[config.mk]
export PLATFORM = sky130hd
export DESIGN_NAME = mul_unit
export DESIGN_NICKNAME = d
export VERILOG_FILES = /design/src/rtl/mul_unit.sv
export SDC_FILE = /design/constraint.sdc
export NUM_CORES = 1
export LEC_CHECK = 0
export ABC_AREA = 1
export CAP_MARGIN = 20
export CORE_UTILIZATION = 45
export CTS_BUF_LIST = sky130_fd_sc_hd__clkbuf_16
export CTS_CLUSTER_DIAMETER = 200
export DETAILED_ROUTE_END_ITERATION = 8
export PLACE_DENSITY_LB_ADDON = 0.15
export SKIP_LAST_GASP = 1
export SYNTH_ARGS = -nofsm -noshare
export SYNTH_HDL_FRONTEND = slang
export SYNTH_SLANG_ARGS = --single-unit
[constraint.sdc]
create_clock -name clk_dcd -period 3 [get_ports clk_dcd]
set_input_delay 0.9 -clock clk_dcd [delete_from_list [all_inputs] [get_ports clk_dcd]]
set_output_delay 0.9 -clock clk_dcd [all_outputs]
set_load 0.02 [all_outputs]
[src/rtl/mul_unit.sv]
// ============================================================================
// Module   : mul_unit
// Purpose  : Iterative signed/unsigned DATA_WIDTH x DATA_WIDTH multiplier that
//            retires BITS_PER_CYCLE multiplier bits per cycle.
// Revision : 1.0
// ============================================================================
`default_nettype none

module mul_unit #(
    parameter int DATA_WIDTH     = 16,
    parameter int BITS_PER_CYCLE = 1
) (
    input  logic                  clk_dcd,
    input  logic                  rst_n,
    input  logic                  ps_mul_start,
    input  logic                  ps_mul_signed,
    input  logic                  ps_mul_hi,
    input  logic                  ps_mul_abort,
    input  logic [DATA_WIDTH-1:0] xb_dtx,
    input  logic [DATA_WIDTH-1:0] xb_dty,
    output logic [DATA_WIDTH-1:0] mul_xb_dt,
    output logic                  mul_ps_busy,
    output logic                  mul_ps_done
);

    localparam int c_N  = DATA_WIDTH / BITS_PER_CYCLE;
    localparam int c_CW = (c_N > 1) ? $clog2(c_N) : 1;
    localparam int c_PW = 2 * DATA_WIDTH;
    localparam logic [c_CW-1:0] c_LAST = c_CW'(c_N - 1);

    typedef enum logic [1:0] {
        S_IDLE = 2'd0,
        S_RUN  = 2'd1,
        S_DONE = 2'd2
    } state_t;

    state_t                  r_state;
    state_t                  w_state_nxt;
    logic                    w_load;
    logic                    w_last;
    logic                    r_busy;
    logic                    r_done;
    logic [c_CW-1:0]         r_cnt;
    logic [c_PW-1:0]         r_mcand;
    logic [DATA_WIDTH-1:0]   r_mplier;
    logic [c_PW-1:0]         r_acc;
    logic                    r_neg;
    logic                    r_hi;
    logic [DATA_WIDTH-1:0]   r_res;
    logic [DATA_WIDTH-1:0]   w_magx;
    logic [DATA_WIDTH-1:0]   w_magy;
    logic [c_PW-1:0]         w_pp;
    logic [c_PW-1:0]         w_acc_nxt;
    logic [c_PW-1:0]         w_prod;

    assign w_last = (r_cnt == c_LAST);

    always_ff @(posedge clk_dcd or negedge rst_n) begin
        if (!rst_n) begin
            r_state <= S_IDLE;
            r_busy  <= 1'b0;
            r_done  <= 1'b0;
        end else begin
            r_state <= w_state_nxt;
            r_busy  <= (w_state_nxt == S_RUN);
            r_done  <= (w_state_nxt == S_DONE);
        end
    end

    // Abort outranks both start and RUN progress in every state.
    always_comb begin
        w_state_nxt = r_state;
        w_load      = 1'b0;
        case (r_state)
            S_IDLE: begin
                if (ps_mul_start && !ps_mul_abort) begin
                    w_state_nxt = S_RUN;
                    w_load      = 1'b1;
                end
            end
            S_RUN: begin
                if (ps_mul_abort)
                    w_state_nxt = S_IDLE;
                else if (w_last)
                    w_state_nxt = S_DONE;
            end
            S_DONE: begin
                if (ps_mul_abort) begin
                    w_state_nxt = S_IDLE;
                end else if (ps_mul_start) begin
                    w_state_nxt = S_RUN;
                    w_load      = 1'b1;
                end else begin
                    w_state_nxt = S_IDLE;
                end
            end
            default: w_state_nxt = S_IDLE;
        endcase
    end

    // Magnitudes fit in DATA_WIDTH unsigned bits, including the most negative value.
    assign w_magx    = (ps_mul_signed && xb_dtx[DATA_WIDTH-1]) ? (-xb_dtx) : xb_dtx;
    assign w_magy    = (ps_mul_signed && xb_dty[DATA_WIDTH-1]) ? (-xb_dty) : xb_dty;
    assign w_pp      = r_mcand * c_PW'(r_mplier[BITS_PER_CYCLE-1:0]);
    assign w_acc_nxt = r_acc + w_pp;
    assign w_prod    = r_neg ? (-w_acc_nxt) : w_acc_nxt;

    always_ff @(posedge clk_dcd or negedge rst_n) begin
        if (!rst_n) begin
            r_cnt    <= '0;
            r_mcand  <= '0;
            r_mplier <= '0;
            r_acc    <= '0;
            r_neg    <= 1'b0;
            r_hi     <= 1'b0;
            r_res    <= '0;
        end else if (w_load) begin
            r_cnt    <= '0;
            r_mcand  <= c_PW'(w_magx);
            r_mplier <= w_magy;
            r_acc    <= '0;
            r_neg    <= ps_mul_signed && (xb_dtx[DATA_WIDTH-1] ^ xb_dty[DATA_WIDTH-1]);
            r_hi     <= ps_mul_hi;
        end else if (r_state == S_RUN && !ps_mul_abort) begin
            r_cnt    <= r_cnt + c_CW'(1);
            r_mcand  <= r_mcand << BITS_PER_CYCLE;
            r_mplier <= r_mplier >> BITS_PER_CYCLE;
            r_acc    <= w_acc_nxt;
            if (w_last)
                r_res <= r_hi ? w_prod[c_PW-1:DATA_WIDTH] : w_prod[DATA_WIDTH-1:0];
        end
    end

    assign mul_xb_dt   = r_res;
    assign mul_ps_busy = r_busy;
    assign mul_ps_done = r_done;

endmodule

`default_nettype wire

==> results.md, run 1 <==
* Outcome: finished clean
* 1st-iter DRT viols at approximately 760
* Number of synthesized flops with an enable pin at 0
* Worst hold start: r_mcand[31]$_DFFE_PN0P_
* PD cells at ~710 nW/µm²
* Syn_nets at between 1000 and 1500
* Asr flop ratio synth at 100%
* Largest vdd supply drop at approximately 0.00034 V
* Max capacitance violation total at 0
* Routed wl met3 at 1720 µm
* Worst Setup Start Kind: flip-flop
* Sw Pwr at roughly 0.0038 W
* Row cnt at 50
* Hold Path Class: reg -> reg
* Number of diodes at 0
* DRT Wirelength at roughly 27000 µm
* R2R Path Start: r_mplier[0]$_DFFE_PN0P_
* Vias in the first global route at 8617
* Die area at 19800 µm²
* Reg2Reg Depth at 19
* Layout cells sized above 1 at around 20%
* Clock Tree Root: clkbuf_16
* WL met1 at about 12000 µm
* Initial antenna violation count at 0
* Clock latency on the worst-skew pair at approximately 0.37 ns
* Vias per Instance at roughly 5.3
* Clk sinks at about 110
* Die extent in y at between 100 and 150 µm
* CTS tree: yes
* Fmax at 340 MHz
* Worst-path maximum fanout at 7
* First drt pass iteration count at 5
* Slew Limit Fails at 0
* Skew final at between 0.007 and 0.008 ns
* Vias at ~9400
* Cells after synthesis at 1392
* Util after Layout at between 60% and 70%
* # DRC at 0
* Post-synthesis sequential area ratio at a little under a third
* Routed len/inst at 15.5 µm
* Post-synth top area share at a little over 30%
* GRT Util Overall at between 20% and 30%
* Routed length on met2 at between 10000 and 15000 µm
* Max layer used: met4
* # H-tree levels at 3
* Area of the multi-input gates at 5790 µm²
* WP data arrival at ~3.3 ns
* Core Footprint at ~19000 µm²
* Max Root-Sink Buffers at 2
* Critical path class: reg -> reg
* TNS Setup at 0 ns
* Initial core utilization at 46.2%
* Area delta synth->final at 30.4%
* Worst hold stages at 2
* Crit-path slowest cell: dfrtp_2
* Rel. slew slack at a little under half
* Synth area leader: dfrtp_1
* IO Pins at 56
* Crit share post-route at between 90% and 100%
* Min Tclk post-route at a little under 3 ns
* Fin nets at 1594
* Cell Area, Synth at a little under 9000 µm²
* Unique cell type count in the Yosys netlist at 42
* Req. time, crit path at about 3.3 ns
* Part of the power in registers at between 20% and 30%
* Register area at ~2700 µm²
* Hold WS at between 0.4 and 0.5 ns
* Grt ovf at 0
* Yosys warns at 0
* First-pass GRT wire length at ~43000 µm
* RSZ-0062 raised after global routing: yes
* Largest net degree at the start of global routing at 58
* Setup violations, final at 0
* Chip width at around 140 µm
* Part of the power in the clock network at 15.4%
* Worst slew pin tran at 0.781 ns
* Leak at about 6.0 nW
* Logic pwr share at between 60% and 70%
* Mapped Avg Cell Area at slightly above 6 µm²
* Cts hold-fix bufs at 0
* Filler instances at around 1800
* Crit-path cells: buf_6 > nand2_1 > inv_1 > ha_4 > nand2_2 > inv_1 > a21oi_1 > nand2_2 > nand2_1 > nand2_2 > xor2_4 > nand3_1 > nand2_2 > nand2_4 > nor2_4 > nand2_1 > nand2_1 > nand3_2 > a21oi_2
* Cell Count, Final, Fillers Out at 1759
* Clock-pin slew on the worst setup and hold paths at ~0.080 ns
* Net Sw Frac at approximately 47%
* Cell-internal power at approximately 0.0043 W
* Family with the most delay on the worst path: simple AND/OR/NAND/NOR gates
* Placer Congestion at roughly 0.9
* Hold Path Sink: r_mcand[31]$_DFFE_PN0P_
* Largest stage delay on the critical path at between 0.4 and 0.5 ns
* Total CTS buffers at 9
* PortBufs at 55
* Reg2reg end: mul_xb_dt[10]$_DFFE_PN0P_
* Placed Cells at about 1700
* Detailed Place HPWL at just over 20000 µm
* Final ANT Viol Nets at 0
* Flops & latches, synth at 106
* WP buf/inv at 3
* Hold Violations, Final at 0
* CP Capture Type: flip-flop
* Reg2Reg Setup Slack at 0.06 ns
* Ys flop type: dfrtp_1
* Dominant cells by area after synthesis: dfrtp_1, nand2_1, inv_1, o21ai_0, ha_1
-- timing repair --
action,in CTS,in global routing
setup endpoints to repair,16,18
cloned,0,0
gates resized for setup,30,155
pin swaps,4,34
buffers inserted,0,14
-- per-layer routing --
layer | track usage, % | up-vias
met3 | 3.67 | 36
met2 | 45.0 | 318
met4 | 8.47 | 0
met1 | 38.7 | 4405
li1 | - | 4616
met5 | 0 | -
-- state kept, by name, summed over array words and instances (netlist names) --
signal / flops
r_hi: 1
mul_ps_busy: 1
r_neg: 1
r_cnt: 4
r_state: 2
r_mplier: 16
mul_xb_dt: 16
mul_ps_done: 1
r_mcand: 32
r_acc: 32
-- power by group through the flow --
stage / Sequential, W / Combinational (W) / Clock (W)
finish: 0.00194 / 0.00489 / 0.00125
global route: 0.00197 / 0.00536 / 0.00131
CTS: 0.00190 / 0.00397 / 0.00126
detailed placement: 0.00190 / 0.00380 / 0
global placement: 0.00189 / 0.00377 / 0
floorplan: 0.00183 / 0.00251 / 0
-- synth_stat cells, types with 5 or more instances --
| cell | n |
|---|---|
| nand4_1 | 9 |
| a21oi_1 | 56 |
| nand2_1 | 478 |
| xor2_1 | 23 |
| clkbuf_1 | 36 |
| nor2_1 | 110 |
| dfrtp_1 | 106 |
| inv_1 | 223 |
| o21ai_0 | 114 |
| nand3_1 | 80 |
| o22ai_1 | 8 |
| inv_2 | 5 |
| nand3_2 | 8 |
| nor3_1 | 11 |
| nand3b_1 | 5 |
| nor2_2 | 7 |
| nand2_2 | 14 |
| ha_1 | 35 |
| xnor2_1 | 8 |
| o31ai_1 | 8 |
-- how the worst max path moves through the flow --
stage | start | endpoint | slack, ns | cells past startpoint
floorplan | r_mplier[0]$_DFFE_PN0P_ | mul_xb_dt[0]$_DFFE_PN0P_ | 0.07 | 21
global placement | r_mplier[0]$_DFFE_PN0P_ | mul_xb_dt[6]$_DFFE_PN0P_ | -0.11 | 20
detailed placement | r_mplier[0]$_DFFE_PN0P_ | mul_xb_dt[6]$_DFFE_PN0P_ | -0.17 | 19
CTS | r_mplier[0]$_DFFE_PN0P_ | mul_xb_dt[10]$_DFFE_PN0P_ | 0.005 | 20
global route | r_mplier[0]$_DFFE_PN0P_ | mul_xb_dt[10]$_DFFE_PN0P_ | -0.10 | 22
finish | r_mplier[0]$_DFFE_PN0P_ | mul_xb_dt[10]$_DFFE_PN0P_ | 0.06 | 19
-- stage by stage --
step                setup slack (ns)  instance area, µm²  total power (W)
CTS                          0.00458               10500          0.00713
finish                        0.0608               11300          0.00808
detailed placement            -0.166               10100          0.00570
global placement              -0.106               10100          0.00566
global route                  -0.102               11300          0.00864
floorplan                     0.0732                8670          0.00434
-- cells in the final DEF (no fill, tap or decap), drive strengths merged, types with 2 or more instances in the layout --
cell type and instances:
inv 231, a21oi 60, nor2 121, xnor2 8, o31ai 8, clkinv 7
o21ai 114, nor3 11, clkdlybuf4s50 54, nand3b 5, and2 3, xor2 24
a32o 2, clkbuf 9, a22oi 2, nand4 9, a22o 3, a31oi 3
buf 103, nand3 88, a21o 2, nand2 495, o22ai 8, dfrtp 106
o21bai 2, ha 35, o211ai 4, or2 3
-- kinds of logic (layout without fill, tap and decap cells) --
logic type / Yosys count / after routing / share of synthesized area (%)
AO/OA/AOI/OAI: 210 / 210 / 13.3
XOR/XNOR: 32 / 32 / 3.32
adder cells (fa/ha/maj): 36 / 36 / 5.28
AND/OR/NAND/NOR: 737 / 737 / 35.7
buffers and inverters: 271 / 404 / 11.7
flip-flops: 106 / 106 / 30.6
-- worst register-to-register path: stages (launching register included) --
cell and delay (ns):
dfrtp_2 0.45, buf_6 0.14, nand2_1 0.07, inv_1 0.07
ha_4 0.27, nand2_2 0.11, inv_1 0.07, a21oi_1 0.25
nand2_2 0.13, nand2_1 0.09, nand2_2 0.08, xor2_4 0.28
nand3_1 0.13, nand2_2 0.09, nand2_4 0.07, nor2_4 0.16
nand2_1 0.08, nand2_1 0.09, nand3_2 0.10, a21oi_2 0.15
-- layout make-up --
class,instances,share of cell area [%]
Multi-Input combinational cell,1015,51.3
Sequential cell,106,23.5
Timing Repair Buffer,157,12.2
Inverter,231,7.69
Tap cell,234,2.59
Clock buffer,9,1.99
Clock inverter,7,0.720
Power figures use the tool's default switching activity.
==> run 2: changes to the inputs <==
CAP_MARGIN = default   (was 20)
CORE_MARGIN = 8   (was default)
==> results.md, run 2 (synthesis gave the netlist of run 1 again) <==
* Cts hold-fix bufs at 0 (unchanged)
* Most frequent cells in the layout: nand2_1, inv_1, o21ai_0
* Clock-pin slew on the worst setup and hold paths at 0.08 ns (about the same)
* 1st-iter DRT viols at 620 (-18%)
* Fmax at 343 MHz (+0.88%)
* Cell Count, Final, Fillers Out at 1795 (+2.0%)
* Layout cells sized above 1 at 19.9% (-0.065 points)
* PortBufs at 55 (unchanged)
* Grt ovf at 0 (unchanged)
* Number of diodes at 0 (unchanged)
* Placement Cell Area at 10200 µm² (+1.3%)
* CP Capture Type: flip-flop
* Min Tclk post-route at 2.91 ns (-0.0255 ns)
* Fin nets at 1604 (+0.63%)
* Final ANT Viol Nets at 0 (unchanged)
* Util after Layout at 59.6% (-0.63 points)
* Vias per Instance at 5.17 (-2.9%)
* # DRC at 0 (unchanged)
* Largest stage delay on the critical path at 0.45 ns (about the same)
* Initial antenna violation count at 0 (unchanged)
* CTS tree: yes
* Hold Path Class: in -> async
* Die extent in y at 155 µm (+9.9%)
* Crit-path slowest cell: o21ai_0
* Post-route cell area at 11200 µm² (-0.72%)
* Worst-path maximum fanout at 11 (+4)
* Vias in the first global route at 8720 (+1.2%)
* GRT Util Overall at 22.7% (-5.1 points)
* Critical path class: reg -> reg
* PD cells at 716 nW/µm² (+0.18%)
* Largest net degree at the start of global routing at 50 (-14%)
* Die area at 24000 µm² (+21%)
* Setup violations, final at 0 (unchanged)
* RSZ-0062 raised after global routing: yes
* Largest vdd supply drop at 0.000397 V (+18%)
* Most frequent CP cell: nand2_1
* # H-tree levels at 3 (unchanged)
* Worst Setup Start Kind: flip-flop
* Clock latency on the worst-skew pair at 0.36 ns (about the same)
* Family with the most delay on the worst path: simple AND/OR/NAND/NOR gates
* Initial core utilization at 46.0% (-0.15 points)
* Slew Limit Fails at 0 (unchanged)
* Area delta synth->final at 29.4%
* WP buf/inv at 5 (+2)
* Max Root-Sink Buffers at 2 (unchanged)
* Crit-path cells: buf_6 > nand2_1 > inv_1 > ha_4 > buf_4 > nand2_1 > nor2_2 > nand2_1 > nand3_4 > nand2_1 > nand2_1 > nor2_2 > buf_4 > buf_4 > nand2_1 > nand2_1 > o21ai_0 > a31oi_1
* Skew final at 0.0118 ns (+0.00424 ns)
* Leak at 5.96 nW (about the same)
* First-pass GRT wire length at 43600 µm (+1.0%)
* Outcome: finished clean
* Clk sinks at 106 (unchanged)
* Routed len/inst at 15.6 µm (+0.19%)
* Placer Congestion at 0.991 (+7.9%)
* Worst slew pin tran at 0.539 ns (-0.243 ns)
* Placed Cells at 1772 (+2.5%)
* Req. time, crit path at 3.23 ns (-0.08 ns)
* Core Footprint at 18800 µm² (+0.33%)
* Max capacitance violation total at 0 (unchanged)
* Vias at 9287 (-0.94%)
* Biggest regs: r_acc x32, r_mcand x32
* Row cnt at 50 (unchanged)
* Chip width at 155 µm (+9.9%)
* Total power at 0.00804 W (-0.54%)
* First drt pass iteration count at 5 (unchanged)
* Clock Tree Root: clkbuf_16
* Crit share post-route at 97.1% (-0.85 points)
* WP data arrival at 3.14 ns (-0.11 ns)
* Total CTS buffers at 9 (unchanged)
* Most common cell after layout, fill and taps aside: nand2_1
* Detailed Place HPWL at 21100 µm (+4.7%)
* Rel. slew slack at 63.7% (+16 points)
* Hold Violations, Final at 0 (unchanged)
* IO Pins at 56 (unchanged)
* DRT Wirelength at 27900 µm (+2.2%)
==> run 2: cell types whose count changed in the layout (fill, tap and decap cells not counted), moves of 6 or more <==
cell and change:
a21oi_2 +6, nand2_4 -11, nor2_2 +7, nand2_1 +9, ha_4 -6, buf_4 +12
==> run 2: per-stage QoR <==
step	hold slack (ns)	setup slack, ns	setup TNS [ns]
6_report	0.477	0.0863	0
5_1_grt	0.510	-0.122	-0.989
4_1_cts	0.489	-0.00257	-0.00257
3_5_place_dp	0.469	-0.0472	-0.159
3_3_place_gp	0.462	-0.0341	-0.0806
2_1_floorplan	0.444	0.0732	0
==> run 2: worst paths after layout <==
kind | from | end | slack, ns | cells after the start
setup / recovery | r_mplier[0]$_DFFE_PN0P_ | mul_xb_dt[7]$_DFFE_PN0P_ | 0.09 | 18
min in group clk_dcd | r_mplier[2]$_DFFE_PN0P_ | r_mplier[2]$_DFFE_PN0P_ | 0.49 | 2
setup reg to reg | r_mplier[0]$_DFFE_PN0P_ | mul_xb_dt[7]$_DFFE_PN0P_ | 0.09 | 18
max in group asynchronous | rst_n | r_mcand[24]$_DFFE_PN0P_ | 1.76 | 2
hold reg to reg | r_mplier[2]$_DFFE_PN0P_ | r_mplier[2]$_DFFE_PN0P_ | 0.49 | 2
hold / removal | rst_n | r_mplier[12]$_DFFE_PN0P_ | 0.48 | 1
==> run 2: cell type report <==
type	instances	area (µm²)
clock buffers	9	225
multi-input cells	1015	5640
well taps	260	325
fillers	1823	7610
repair buffers	167	1430
clock inverters	7	77.6
inverters	231	867
flip-flops and latches	106	2650
==> run 2: routing by layer <==
layer | global-route usage [%] | vias to the layer above | routed length (µm)
met2 | 37.2 | 252 | 12900
met4 | 7.23 | 0 | 613
met5 | 0 | - | 0
met1 | 30.8 | 4358 | 13000
li1 | - | 4634 | -
met3 | 2.70 | 43 | 1440
==> run 2: repair_timing <==
action / 4_1_cts / 5_1_grt
endpoints found under the setup margin: 9 / 16
pin swaps: 0 / 19
cloned: 0 / 0
gates resized for setup: 13 / 146
buffers inserted: 0 / 7
==> run 2: where the power goes <==
part	internal, W	leakage, nW	switching, W
Sequential	0.00169	1.39	0.000237
Combinational	0.00199	4.42	0.00290
Clock	0.000594	0.144	0.000629
Total	0.00427	5.96	0.00376
==> run 3: changes to the inputs <==
ABC_CLOCK_PERIOD_IN_PS = 3000   (was default)
==> results of run 3 <==
No change in the layout: final DEF, timing and power equal those of run 2.
